<file path="src/rtl/truth_table_sweeper_if.sv">
// Bus between the sweeper, its start/status controller and the function under test.
// The sweeper sits on the slave modport; the controller/bench drives from master.
interface truth_table_sweeper_if #(
    parameter int N_IN = 4
);
    logic            start;
    logic [N_IN-1:0] stim;
    logic            dut_f;
    logic            busy;
    logic            done;
    logic            pass;
    logic [N_IN:0]   err_count;
    logic            fail_seen;
    logic [N_IN-1:0] first_fail;
    logic [1:0]      state_dbg;

    modport master (
        output start, dut_f,
        input  stim, busy, done, pass, err_count, fail_seen, first_fail, state_dbg
    );

    modport slave (
        input  start, dut_f,
        output stim, busy, done, pass, err_count, fail_seen, first_fail, state_dbg
    );
endinterface

</file>
<file path="src/rtl/truth_table_sweeper.sv">
// Exhaustive stimulus generator / response checker for a small combinational function.
// Walks every input index, holds each for SETTLE+1 cycles, and scores dut_f against MINTERMS.
module truth_table_sweeper #(
    parameter int                    N_IN       = 4,
    parameter logic [(1<<N_IN)-1:0]  MINTERMS   = 16'h02AA,
    parameter logic [(1<<N_IN)-1:0]  DONT_CARES = 16'h3040,
    parameter int                    SETTLE     = 2
) (
    input  logic                  clk,
    input  logic                  rst_n,
    truth_table_sweeper_if.slave  bus
);
    localparam logic [1:0] S_IDLE  = 2'd0;
    localparam logic [1:0] S_DRIVE = 2'd1;
    localparam logic [1:0] S_DONE  = 2'd2;

    localparam int              CW          = (SETTLE < 1) ? 1 : $clog2(SETTLE + 1);
    localparam logic [CW-1:0]   SETTLE_LAST = CW'(SETTLE);
    localparam logic [N_IN-1:0] LAST_IDX    = N_IN'((1 << N_IN) - 1);

    // Handshake: start is a level request honoured only in IDLE; busy is high for the
    // whole sweep, done pulses for one cycle, and status outputs update only on that pulse.
    logic [1:0]      state;
    logic [CW-1:0]   settle_cnt;
    logic [N_IN-1:0] stim;
    logic [N_IN:0]   err_work;
    logic [N_IN-1:0] first_work;
    logic            pass;
    logic [N_IN:0]   err_count;
    logic            fail_seen;
    logic [N_IN-1:0] first_fail;

    logic            mismatch;
    logic [N_IN:0]   err_next;
    logic [N_IN-1:0] first_next;

    // Only consumed at the last edge of a vector, when dut_f has had SETTLE+1 cycles.
    always_comb begin
        mismatch   = !DONT_CARES[stim] && (bus.dut_f != MINTERMS[stim]);
        err_next   = err_work + (N_IN+1)'(mismatch);
        first_next = (mismatch && (err_work == '0)) ? stim : first_work;
    end

    always_ff @(posedge clk or negedge rst_n) begin
        if (!rst_n) begin
            state      <= S_IDLE;
            settle_cnt <= '0;
            stim       <= '0;
            err_work   <= '0;
            first_work <= '0;
            pass       <= 1'b0;
            err_count  <= '0;
            fail_seen  <= 1'b0;
            first_fail <= '0;
        end else begin
            case (state)
                S_IDLE: begin
                    stim       <= '0;
                    settle_cnt <= '0;
                    err_work   <= '0;
                    first_work <= '0;
                    if (bus.start) state <= S_DRIVE;
                end
                S_DRIVE: begin
                    if (settle_cnt != SETTLE_LAST) begin
                        settle_cnt <= settle_cnt + 1'b1;
                    end else begin
                        settle_cnt <= '0;
                        err_work   <= err_next;
                        first_work <= first_next;
                        if (stim != LAST_IDX) begin
                            stim <= stim + 1'b1;
                        end else begin
                            // Publish from the next-values so the final vector is included.
                            state      <= S_DONE;
                            stim       <= '0;
                            err_count  <= err_next;
                            fail_seen  <= (err_next != '0);
                            first_fail <= first_next;
                            pass       <= (err_next == '0);
                        end
                    end
                end
                S_DONE: begin
                    state <= S_IDLE;
                end
                default: begin
                    state <= S_IDLE;
                end
            endcase
        end
    end

    assign bus.stim       = stim;
    assign bus.busy       = (state == S_DRIVE);
    assign bus.done       = (state == S_DONE);
    assign bus.pass       = pass;
    assign bus.err_count  = err_count;
    assign bus.fail_seen  = fail_seen;
    assign bus.first_fail = first_fail;
    assign bus.state_dbg  = state;
endmodule

</file>
<file path="src/flat_wrapper.sv">
// flat-port wrapper written by rule: the top's interface ports become plain ports
module truth_table_sweeper_flat 
#(
    parameter int                    N_IN       = 4,
    parameter logic [(1<<N_IN)-1:0]  MINTERMS   = 16'h02AA,
    parameter logic [(1<<N_IN)-1:0]  DONT_CARES = 16'h3040,
    parameter int                    SETTLE     = 2
)
  (clk, rst_n, bus_start, bus_dut_f, bus_stim, bus_busy, bus_done, bus_pass, bus_err_count, bus_fail_seen, bus_first_fail, bus_state_dbg);
  truth_table_sweeper_if #(.N_IN(N_IN)) bus_i ();
  input  logic clk;
  input  logic rst_n;
  input wire logic [$bits(bus_i.start)-1:0] bus_start;
  input wire logic [$bits(bus_i.dut_f)-1:0] bus_dut_f;
  output wire logic [$bits(bus_i.stim)-1:0] bus_stim;
  output wire logic [$bits(bus_i.busy)-1:0] bus_busy;
  output wire logic [$bits(bus_i.done)-1:0] bus_done;
  output wire logic [$bits(bus_i.pass)-1:0] bus_pass;
  output wire logic [$bits(bus_i.err_count)-1:0] bus_err_count;
  output wire logic [$bits(bus_i.fail_seen)-1:0] bus_fail_seen;
  output wire logic [$bits(bus_i.first_fail)-1:0] bus_first_fail;
  output wire logic [$bits(bus_i.state_dbg)-1:0] bus_state_dbg;
  assign bus_i.start = bus_start;
  assign bus_i.dut_f = bus_dut_f;
  assign bus_stim = bus_i.stim;
  assign bus_busy = bus_i.busy;
  assign bus_done = bus_i.done;
  assign bus_pass = bus_i.pass;
  assign bus_err_count = bus_i.err_count;
  assign bus_fail_seen = bus_i.fail_seen;
  assign bus_first_fail = bus_i.first_fail;
  assign bus_state_dbg = bus_i.state_dbg;
  truth_table_sweeper #(.N_IN(N_IN), .MINTERMS(MINTERMS), .DONT_CARES(DONT_CARES), .SETTLE(SETTLE)) u_core (.clk(clk), .rst_n(rst_n), .bus(bus_i));
endmodule
</file>
<file path="config.mk">
export PLATFORM = sky130hd
export DESIGN_NAME = truth_table_sweeper_flat
export DESIGN_NICKNAME = d
export VERILOG_FILES = /design/src/rtl/truth_table_sweeper_if.sv /design/src/rtl/truth_table_sweeper.sv /design/src/flat_wrapper.sv
export SDC_FILE = /design/constraint.sdc
export NUM_CORES = 1
export LEC_CHECK = 0
export CORE_MARGIN = 3
export CORE_UTILIZATION = 35
export DETAILED_ROUTE_END_ITERATION = 10
export PLACE_DENSITY_LB_ADDON = 0.2
export SYNTH_ARGS = -nofsm -noshare
export SYNTH_HDL_FRONTEND = slang
export SYNTH_SLANG_ARGS = --single-unit
export TNS_END_PERCENT = 30
</file>
<file path="constraint.sdc">
create_clock -name clk -period 6.5 [get_ports clk]
set_input_delay 1.95 -clock clk [delete_from_list [all_inputs] [get_ports clk]]
set_output_delay 1.95 -clock clk [all_outputs]
set_load 0.01 [all_outputs]
</file>
==> key figures <==
Cells and area
  – Multi-input gate area: approximately 600 µm²
  – Final nets: between 150 and 200
  – Number of antenna diodes: 0
  – Post-route cell area: 1660 µm²
  – Finished Core Util: 47.4%
  – Register Area: 701 µm²
  – Layout cells sized above 1: between 10% and 20%
  – Area growth syn-to-layout: 24.1%
  – Fill count: 325

Timing
  – Endpoints failing setup: 0
  – Tightest Pin Transition: 0.458 ns
  – Final hold vios: 0
  – Fin crit share: 59.9%
  – Unrepaired setup endpoints after global routing: no
  – Max-slew headroom: 69.2%
  – Final Skew: around 0.0031 ns
  – Post-route setup TNS: 0 ns
  – Final Critical Period: around 3.9 ns
  – Achievable Freq: 257 MHz
  – Max-slew violations: 0
  – Hold slack: a little over 0.5 ns

Global routing
  – Initial antenna violation count: 0
  – Vias in the first global route: 935
  – Gr ovfl total: 0
  – First-pass GRT wire length: roughly 4.5 mm
  – All-Layer GR Usage: a little over an eighth
  – Pin count of the biggest net entering global routing: 29

CTS
  – Gates resized, CTS repair: 0
  – CTS tree: built
  – Clock root cell: clkbuf_8
  – Clock buffer depth: 2
  – H-Tree Depth: 1
  – Clk_lat worst skew: 0.27 ns
  – Postcts setup bufs: 0
  – CTS sink cnt: 28
  – Reg clk slew, reported paths: 0.09 ns
  – Hold Buf Count CTS: 0
  – Inserted Clock Buffers: 3

Setup path
  – Worst setup EP type: flop
  – R2R cell count: 11
  – Crit path launch type: input port
  – R2R Setup Slk: 3.83 ns
  – Critical path arrival: 4.06 ns
  – CP max FO: 4
  – Setup crit start: bus_dut_f
  – WS Path Type: input port to flop
  – Worst reg2reg path endpoint: u_core.bus.fail_seen$_DFFE_PN0P_
  – Worst path required time: approximately 6.7 ns
  – FF-to-FF Start: u_core.bus.stim[1]$_DFFE_PN0P_

Power and ir drop
  – Int Pwr: 450 µW
  – Leak pwr: roughly 0.0007 µW
  – PD cells: between 400 and 500 nW/µm²
  – Peak supply drop: between 0.15 and 0.2 mV
  – Switching share of power: 37.8%
  – Switch Pwr: approximately 270 µW
  – Flop pwr share: 40.9%
  – Logic gate share of total power: 44.3%
  – Clk pwr share: 14.8%

Synth
  – Largest family of logic cells by synthesized area: simple AND/OR/NAND/NOR gates
  – Leading area contributor after synthesis: dfrtp_1
  – Syn Nets: 134
  – Mapped Cells: 125
  – Synth top area share: a little over half
  – Syn avg cell area: 10.7 µm²
  – Compound-Gate Fraction of Synth Area: between 10% and 20%
  – Post-synth cell types: 33
  – Sequential share of the synthesized area: 52.5%
  – Yosys reg bits: 28
  – Synth top area cells: dfrtp_1 52%, ha_1 4.7%, a22o_1 4.6%
  – Adder-Cell Fraction of Synth Area: under 10%
  – Synth Area in Simple Gates: 18.7%
  – XOR/XNOR Fraction of Synth Area: under 10%
  – Mux cell area share after synthesis: around 4.0%
  – Mapped cell area: about 1300 µm²
  – YS warnings: 0

Route
  – DRT antenna net count: 0
  – First drt pass iteration count: 4
  – Via count: 970
  – Routed vias/inst: 4.97
  – Routed WL: 2.54 mm
  – Initial drt markers: 34
  – Routed len/inst: 13.0 µm
  – Drt drc: 0

Placement
  – DPL Wire Length: 1.83 mm
  – Gpl congestion: roughly 0.75
  – Area after DPL: 1600 µm²
  – I/O Buffers: 22

Flow run
  – Maxcap violations: 0

Die
  – # rows: 21
  – Core box area: 3490 µm²
  – Die X: 67.8 µm
  – DIE HEIGHT: 67.8 µm
  – Initial Util: a little under two fifths
  – Die ar.: roughly 4600 µm²
  – Ports: 23

Run status
  – Status: finished, final reports clean

Min path
  – Min-Delay Path Class: flop to flop
  – Worst hold endpoint: u_core.first_work[2]$_DFFE_PN0P_
  – Hold path cells: 1
  – HP Start: u_core.first_work[2]$_DFFE_PN0P_
==> per-stage QoR <==
step / worst slack, ns / power, µW / std cells
floorplan: 3.00 / 497 / 125
global placement: 2.43 / 615 / 191
detailed placement: 2.34 / 623 / 191
CTS: 2.62 / 731 / 195
global route: 2.38 / 786 / 195
finish: 2.61 / 724 / 195
==> final cells by class <==
type                            instances  area share [%]
Clock buffer                            4            3.32
Inverter                                4           0.906
Multi-Input combinational cell         90            36.3
Sequential cell                        28            42.3
Tap cell                               46            3.47
Timing Repair Buffer                   23            13.7
==> state kept, by name (all words and copies together), names as in the netlist <==
signal	cells
u_core.bus.pass	1
u_core.bus.state_dbg	2
u_core.settle_cnt	2
u_core.bus.stim	4
u_core.bus.fail_seen	1
u_core.bus.err_count	5
u_core.bus.first_fail	4
u_core.first_work	4
u_core.err_work	5
==> critical path, cell delays in order <==
cell and delay, ns:
clkdlybuf4s50_1 0.42, nor3_1 0.40, nor3_1 0.13, ha_1 0.23
ha_1 0.24, xor2_1 0.19, nor3_1 0.22, nand4_1 0.14
o21a_1 0.15
==> cells in the final DEF, fill, tap and decap left out, types with 3 or more instances in the layout <==
master / instances
clkbuf_8: 4
nand3_1: 4
clkdlybuf4s50_1: 22
a22o_1: 7
ha_1: 5
dfrtp_1: 28
xor2_1: 3
a21oi_1: 4
inv_1: 4
mux2_2: 3
nor2_1: 14
nand2_1: 10
nor2b_1: 3
o21ai_0: 9
nor3_1: 4
nand2b_1: 4
==> synthesized netlist by cell type <==
master    count
o41ai_1       1
o21ai_0       9
a21oi_1       4
and3b_1       1
nor2b_1       3
nand3_1       4
and2_2        1
o31ai_1       1
nor2_1       14
nor3b_1       1
a21oi_2       2
xor2_1        3
or2_2         1
inv_1         4
nand2b_1      4
nand4_1       1
mux2_2        3
nor2_4        1
clkbuf_1      2
nand2_1      10
nor3_1        4
o21bai_2      1
a21boi_1      1
a22o_1        7
dfrtp_1      28
mux2i_1       2
nor4_4        1
ha_1          5
a211oi_1      1
a21o_1        1
and3_1        1
o21a_1        2
buf_6         1
==> layer usage <==
| metal | global-route usage [%] | routed length [µm] | up-vias |
|---|---|---|---|
| met5 | 0 | 0 | - |
| met4 | 6.08 | 32 | 0 |
| met3 | 2.16 | 93 | 4 |
| met2 | 17.7 | 1080 | 21 |
| met1 | 19.7 | 1340 | 459 |
| li1 | - | - | 486 |
==> logic make-up after synthesis <==
group	Yosys count
flip-flops	28
AO/OA/AOI/OAI	30
XOR/XNOR	3
buffers and inverters	7
adder cells (fa/ha/maj)	5
AND/OR/NAND/NOR	47
multiplexers	5
==> power by group through the flow <==
| stage | logic, µW | clock network, µW | registers (µW) |
|---|---|---|---|
| 2_1_floorplan | 194 | 0 | 303 |
| 3_3_place_gp | 318 | 0 | 297 |
| 3_5_place_dp | 324 | 0 | 300 |
| 4_1_cts | 325 | 109 | 297 |
| 5_1_grt | 362 | 117 | 307 |
| 6_report | 321 | 107 | 297 |
==> how the worst max path moves through the flow <==
stage                                             endpoint  slack [ns]
after global placement    u_core.bus.fail_seen$_DFFE_PN0P_        2.43
final                     u_core.bus.fail_seen$_DFFE_PN0P_        2.61
after CTS                 u_core.bus.fail_seen$_DFFE_PN0P_        2.62
after global routing      u_core.bus.fail_seen$_DFFE_PN0P_        2.38
after floorplan           u_core.bus.fail_seen$_DFFE_PN0P_        3.00
after detailed placement  u_core.bus.fail_seen$_DFFE_PN0P_        2.34
Power figures use the tool's default switching activity.
